`src/rtl/instr_loader_hdu_if.sv`:
```
// rtl/instr_loader_hdu_if.sv - switch/button inputs and image/hazard outputs of the loader
interface instr_loader_hdu_if #(
    parameter int W     = 8,
    parameter int DEPTH = 8
);
    localparam int CW = $clog2(DEPTH + 1);

    logic [W-1:0]       input_val;
    logic               but_inp;
    logic               but_check;
    logic [DEPTH*W-1:0] instrMemBits;
    logic [DEPTH-1:0]   hazardMemBits;
    logic [CW-1:0]      count;
    logic               full;
    logic               busy;
    logic               done;

    modport master (
        output input_val, but_inp, but_check,
        input  instrMemBits, hazardMemBits, count, full, busy, done
    );

    modport slave (
        input  input_val, but_inp, but_check,
        output instrMemBits, hazardMemBits, count, full, busy, done
    );
endinterface

```
`src/rtl/instr_loader_hdu.sv`:
```
// rtl/instr_loader_hdu.sv - button-driven instruction image loader with RAW hazard scan
module instr_loader_hdu #(
    parameter int W          = 8,
    parameter int DEPTH      = 8,
    parameter int HAZ_DIST   = 2,
    parameter int DEB_CYCLES = 0
) (
    input logic              clk,
    input logic              rst,
    instr_loader_hdu_if.slave bus
);
    localparam int CW  = $clog2(DEPTH + 1);
    localparam int AW  = (DEPTH > 1) ? $clog2(DEPTH) : 1;
    localparam int DCW = (DEB_CYCLES > 0) ? $clog2(DEB_CYCLES + 1) : 1;
    localparam logic [DCW-1:0] DEB_MAX = DCW'(DEB_CYCLES);

    localparam logic [1:0] LOAD = 2'd0;
    localparam logic [1:0] SCAN = 2'd1;
    localparam logic [1:0] DONE = 2'd2;

    // Button index 0 is but_inp, index 1 is but_check.
    logic [1:0]     btn;
    logic [1:0]     sync1;
    logic [1:0]     sync2;
    logic [1:0]     filt;
    logic [1:0]     flip;
    logic [DCW-1:0] deb_cnt [2];
    logic           primed;
    logic           ev_inp;
    logic           ev_chk;

    logic [1:0]       state;
    logic [W-1:0]     slots [DEPTH];
    logic [CW-1:0]    count;
    logic [CW-1:0]    idx;
    logic [DEPTH-1:0] hazard;
    logic             hit;
    logic             load_ok;
    logic [W-1:0]     cur;
    logic [W-1:0]     prv;

    assign btn = {bus.but_check, bus.but_inp};

    // Synchroniser keeps sampling during reset so a held button is seen correctly at reset exit.
    always_ff @(posedge clk) begin
        sync1 <= btn;
        sync2 <= sync1;
    end

    always_comb begin
        flip = '0;
        for (int b = 0; b < 2; b++)
            flip[b] = primed && (sync2[b] != filt[b]) && (deb_cnt[b] == DEB_MAX);
    end

    always_ff @(posedge clk or posedge rst) begin
        if (rst) begin
            filt       <= '0;
            primed     <= 1'b0;
            ev_inp     <= 1'b0;
            ev_chk     <= 1'b0;
            deb_cnt[0] <= '0;
            deb_cnt[1] <= '0;
        end else if (!primed) begin
            filt       <= sync2;
            primed     <= 1'b1;
            ev_inp     <= 1'b0;
            ev_chk     <= 1'b0;
            deb_cnt[0] <= '0;
            deb_cnt[1] <= '0;
        end else begin
            ev_inp <= flip[0];
            ev_chk <= flip[1] & sync2[1];
            for (int b = 0; b < 2; b++) begin
                if (sync2[b] == filt[b] || flip[b])
                    deb_cnt[b] <= '0;
                else
                    deb_cnt[b] <= deb_cnt[b] + 1'b1;
                if (flip[b])
                    filt[b] <= sync2[b];
            end
        end
    end

    // A slot within HAZ_DIST behind idx conflicts if it writes a register idx touches.
    always_comb begin
        hit = 1'b0;
        prv = '0;
        cur = slots[idx[AW-1:0]];
        for (int k = 1; k <= HAZ_DIST; k++) begin
            if (int'(idx) >= k) begin
                prv = slots[idx[AW-1:0] - AW'(k)];
                if (prv[W-1:W-2] != 2'b11 &&
                    (prv[W-3:W-5] == cur[W-3:W-5] || prv[W-3:W-5] == cur[W-6:W-8]))
                    hit = 1'b1;
            end
        end
    end

    assign load_ok = ev_inp && (state != SCAN) && (count != CW'(DEPTH));

    always_ff @(posedge clk or posedge rst) begin
        if (rst) begin
            state  <= LOAD;
            count  <= '0;
            idx    <= '0;
            hazard <= '0;
            for (int i = 0; i < DEPTH; i++)
                slots[i] <= '0;
        end else begin
            case (state)
                SCAN: begin
                    if (idx == count) begin
                        state <= DONE;
                    end else begin
                        hazard[idx[AW-1:0]] <= hit;
                        idx                 <= idx + 1'b1;
                    end
                end
                default: begin
                    if (load_ok) begin
                        slots[count[AW-1:0]] <= bus.input_val;
                        count                <= count + 1'b1;
                        hazard               <= '0;
                        state                <= LOAD;
                    end else if (ev_chk) begin
                        state  <= SCAN;
                        idx    <= '0;
                        hazard <= '0;
                    end
                end
            endcase
        end
    end

    always_comb begin
        bus.instrMemBits = '0;
        for (int i = 0; i < DEPTH; i++)
            bus.instrMemBits[i*W +: W] = slots[i];
    end

    assign bus.hazardMemBits = hazard;
    assign bus.count         = count;
    assign bus.full          = (count == CW'(DEPTH));
    assign bus.busy          = (state == SCAN);
    assign bus.done          = (state == DONE);
endmodule

```
`src/flat_wrapper.sv`:
```
// flat-port wrapper written by rule: the top's interface ports become plain ports
module instr_loader_hdu_flat 
#(
    parameter int W          = 8,
    parameter int DEPTH      = 8,
    parameter int HAZ_DIST   = 2,
    parameter int DEB_CYCLES = 0
)
  (clk, rst, bus_input_val, bus_but_inp, bus_but_check, bus_instrMemBits, bus_hazardMemBits, bus_count, bus_full, bus_busy, bus_done);
  instr_loader_hdu_if #(.W(W), .DEPTH(DEPTH)) bus_i ();
  input logic clk;
  input logic rst;
  input wire logic [$bits(bus_i.input_val)-1:0] bus_input_val;
  input wire logic [$bits(bus_i.but_inp)-1:0] bus_but_inp;
  input wire logic [$bits(bus_i.but_check)-1:0] bus_but_check;
  output wire logic [$bits(bus_i.instrMemBits)-1:0] bus_instrMemBits;
  output wire logic [$bits(bus_i.hazardMemBits)-1:0] bus_hazardMemBits;
  output wire logic [$bits(bus_i.count)-1:0] bus_count;
  output wire logic [$bits(bus_i.full)-1:0] bus_full;
  output wire logic [$bits(bus_i.busy)-1:0] bus_busy;
  output wire logic [$bits(bus_i.done)-1:0] bus_done;
  assign bus_i.input_val = bus_input_val;
  assign bus_i.but_inp = bus_but_inp;
  assign bus_i.but_check = bus_but_check;
  assign bus_instrMemBits = bus_i.instrMemBits;
  assign bus_hazardMemBits = bus_i.hazardMemBits;
  assign bus_count = bus_i.count;
  assign bus_full = bus_i.full;
  assign bus_busy = bus_i.busy;
  assign bus_done = bus_i.done;
  instr_loader_hdu #(.W(W), .DEPTH(DEPTH), .HAZ_DIST(HAZ_DIST), .DEB_CYCLES(DEB_CYCLES)) u_core (.clk(clk), .rst(rst), .bus(bus_i));
endmodule
```
`config.mk`:
```
export PLATFORM = sky130hd
export DESIGN_NAME = instr_loader_hdu_flat
export DESIGN_NICKNAME = d
export VERILOG_FILES = /design/src/rtl/instr_loader_hdu_if.sv /design/src/rtl/instr_loader_hdu.sv /design/src/flat_wrapper.sv
export SDC_FILE = /design/constraint.sdc
export NUM_CORES = 1
export LEC_CHECK = 0
export ABC_AREA = 1
export CAP_MARGIN = 20
export CORE_MARGIN = 2
export CORE_UTILIZATION = 45
export CTS_BUF_LIST = sky130_fd_sc_hd__clkbuf_4
export DETAILED_ROUTE_END_ITERATION = 10
export PLACE_DENSITY = 0.84
export REMOVE_ABC_BUFFERS = 1
export SYNTH_ARGS = -nofsm -noshare
export SYNTH_HDL_FRONTEND = slang
export SYNTH_SLANG_ARGS = --single-unit
```
`constraint.sdc`:
```
create_clock -name clk -period 2.77 [get_ports clk]
set_clock_uncertainty 0.1 [all_clocks]
set_input_delay 0.4155 -clock clk [delete_from_list [all_inputs] [get_ports clk]]
set_output_delay 0.4155 -clock clk [all_outputs]
set_load 0.005 [all_outputs]
```
==> results.cfg <==
[cts]
cts_setup_buffers = 0
cts_max_level = 3
clockBufferDepth = 2
root_buffer = clkbuf_4
tritoncts = built
cts_resized = 0
cts_buffers = 9
clkTransAtPathRegs_ns = 0.14
clk_latency_ns = 0.46
cts_sinks = 93
postCtsHoldBufs = 0

[job]
maxCapViolations = 0

[final_layout]
fin_nets = 868
drive_gt1_share_pct = 4.69
final_util_pct = 56.5
syn_to_final_growth_pct = 22.5

[timing]
rsz0062_at_grt = false
post-route-period-util_pct = 91.8
max_freq_ghz = 0.393
hold_viol = 0
tightest_slew_ns = 0.607
setup_slack_ns = 0.228
hold_ws_ns = 0.166
drv_slew = 0
maxSlewHeadroom_pct = 59.2
setup_viol = 0
fin_crit_ns = 2.54

[pwr]
ir_drop_uv = 592
p_leak_nw = 3.57
pwr_density_cell_nw_per_um2 = 1050

[critical_path]
worstRegToRegCells = 7
max_stage_delay_ns = 0.52
worstPathMaxFanout = 9
worst_path_max_delay_cell = dfrtp_1
cp.required_ns = 2.25
start_kind = register
end_kind = output pin
crit_type = register to output pin
arrival_ns = 2.03
crit_chain = inv_1, ha_1, nand3_1, inv_1, clkdlybuf4s50_1
cpMostUsedCell = inv_1

[placement]
gp_congestion = 0.911
hpwl_um = 9890
io_buffer_count = 90
place_ws_ns = 0.331

[synth]
synth_top_area_share_pct = 42.1
yosys.area.top_type = dfrtp_1
synth_area_per_cell_um2 = 6.96
synth_cell_type_count = 32
yosys_warnings = 0
ys_seq_elements = 93
syn_area_um2 = 5290
netlist_instances = 760
synth_seq_area_share_pct = 43.6
synthTopCellsByArea = dfrtp_1 42%, nand2_1 22%, nand3_1 9.4%

[grt]
grt.total_usage_pct = 23.3
grt_max_degree = 56
grt.overflow.total = 0
grt_first_pass_wirelength_um = 23500
grt_pass1_vias = 4765
antenna_found_initial = 1

[routing]
first_iter_violations = 452
final_antenna_net_count = 0
viasPerCell = 5.28
dr_total_vias = 5262
drt_pass1_iterations = 5
wirelength_um = 14200
wl_per_cell_um = 14.3
drcViolationCount = 0

[worst_hold_path]
hold_class = primary input to asynchronous set/reset pin

[floorplanning]
num_rows = 39
start_util_pct = 46.1
die_area_um2 = 12600
die_h_um = 112
io_pins = 91
core_area_um2 = 11500
fp.dieW_um = 112

[outcome]
status = completed
layout by cell type (no fill, tap or decap), types with 3 or more instances in the layout:
| cell type | count |
|---|---|
| clkinv_1 | 4 |
| clkinv_2 | 3 |
| nor3_1 | 3 |
| nor2_1 | 12 |
| conb_1 | 3 |
| buf_4 | 17 |
| a21oi_1 | 9 |
| nand4_1 | 8 |
| xnor2_1 | 3 |
| clkbuf_4 | 10 |
| dfxtp_1 | 4 |
| xor2_1 | 6 |
| inv_1 | 83 |
| nand2_1 | 309 |
| nand3_1 | 99 |
| dfrtp_1 | 89 |
| clkdlybuf4s50_1 | 90 |
| ha_1 | 9 |
| o21ai_0 | 73 |
per-stage QoR:
step                instance area, um^2  TNS (ns)  cells  power (mW)
floorplan                          5130    -12.85    728        4.51
global placement                   6360         0    979        6.05
detailed placement                 6360         0    979        6.13
CTS                                6470         0    995        6.81
global route                       6480         0    996        7.49
finish                             6480         0    996        6.82
where the power goes:
part	internal (mW)	switching [mW]
combinational	1.70	2.19
clock	0.194	0.476
sequential	1.80	0.462
cell families (layout without fill, tap and decap cells):
logic type | count (synthesis) | after routing | synth area share [%]
AOI/OAI and AO/OA | 89 | 89 | 8.75
xor gates and xnor gates | 9 | 9 | 1.49
adders and majority gates | 9 | 9 | 2.13
buffers and inverters | 120 | 211 | 9.23
DFF | 93 | 93 | 43.6
muxes | 1 | 1 | 0.213
other | 2 | 4 | 0.142
and+or+nand+nor | 437 | 437 | 34.4
worst max-delay path: cells and delay by family, from the launching register on:
kind                     cells  cell delay [ns]
buffers and inverters        3             0.78
flip-flops                   1             0.52
AND/OR/NAND/NOR              1             0.10
adder cells (fa/ha/maj)      1             0.17
worst paths after layout:
kind / slack (ns) / endpoint / start
hold reg to reg: 0.24 / u_core.sync2[0] / u_core.sync1[0]
setup / recovery: 0.23 / bus_full / u_core.bus.count[0]
hold / removal: 0.17 / u_core.state[1] / rst
setup reg to reg: 0.30 / u_core.bus.instrMemBits[58] / u_core.bus.count[0]
max in group asynchronous: 1.70 / u_core.bus.instrMemBits[32] / rst
min in group clk: 0.24 / u_core.sync2[0] / u_core.sync1[0]
layout make-up:
| cell class | count | area, um^2 |
|---|---|---|
| Inverter | 87 | 328 |
| Tap cell | 143 | 179 |
| Multi-Input combinational cell | 548 | 2500 |
| Timing Repair Buffer | 108 | 1050 |
| Antenna cell | 1 | 2.50 |
| Sequential cell | 93 | 2310 |
| Clock inverter | 6 | 38.8 |
| Fill cell | 1063 | 4990 |
| Clock buffer | 10 | 75.1 |
cell usage after synthesis (all sizes together):
library cell,count
nand2,310
nand3,99
dfrtp,89
inv,84
o21ai,73
buf,21
nor2,14
clkbuf,12
nand4,10
a21oi,9
ha,9
xor2,6
dfxtp,4
clkinv,3
nor3,3
xnor2,3
a31oi,2
conb,2
o311ai,2
a22oi,1
and3,1
mux2,1
o211ai,1
o31ai,1
flip-flops by register name (all words and copies together), names as in the netlist:
name	flops
u_core.deb_cnt	2
u_core.bus.count	4
u_core.idx	4
u_core.state	2
u_core.sync1	2
u_core.bus.hazardMemBits	8
u_core.sync2	2
u_core.primed	1
u_core.ev_chk	1
u_core.ev_inp	1
u_core.filt	2
u_core.bus.instrMemBits	64
routing by layer:
| layer | vias up | GRT usage [%] | part of all wire (%) |
|---|---|---|---|
| li1 | 2592 | - | - |
| met1 | 2416 | 32.2 | 44 |
| met2 | 228 | 36.0 | 45 |
| met3 | 26 | 4.91 | 8.5 |
| met4 | 0 | 9.19 | 2.2 |
| met5 | - | 0 | 0 |
Power figures use the tool's default switching activity.
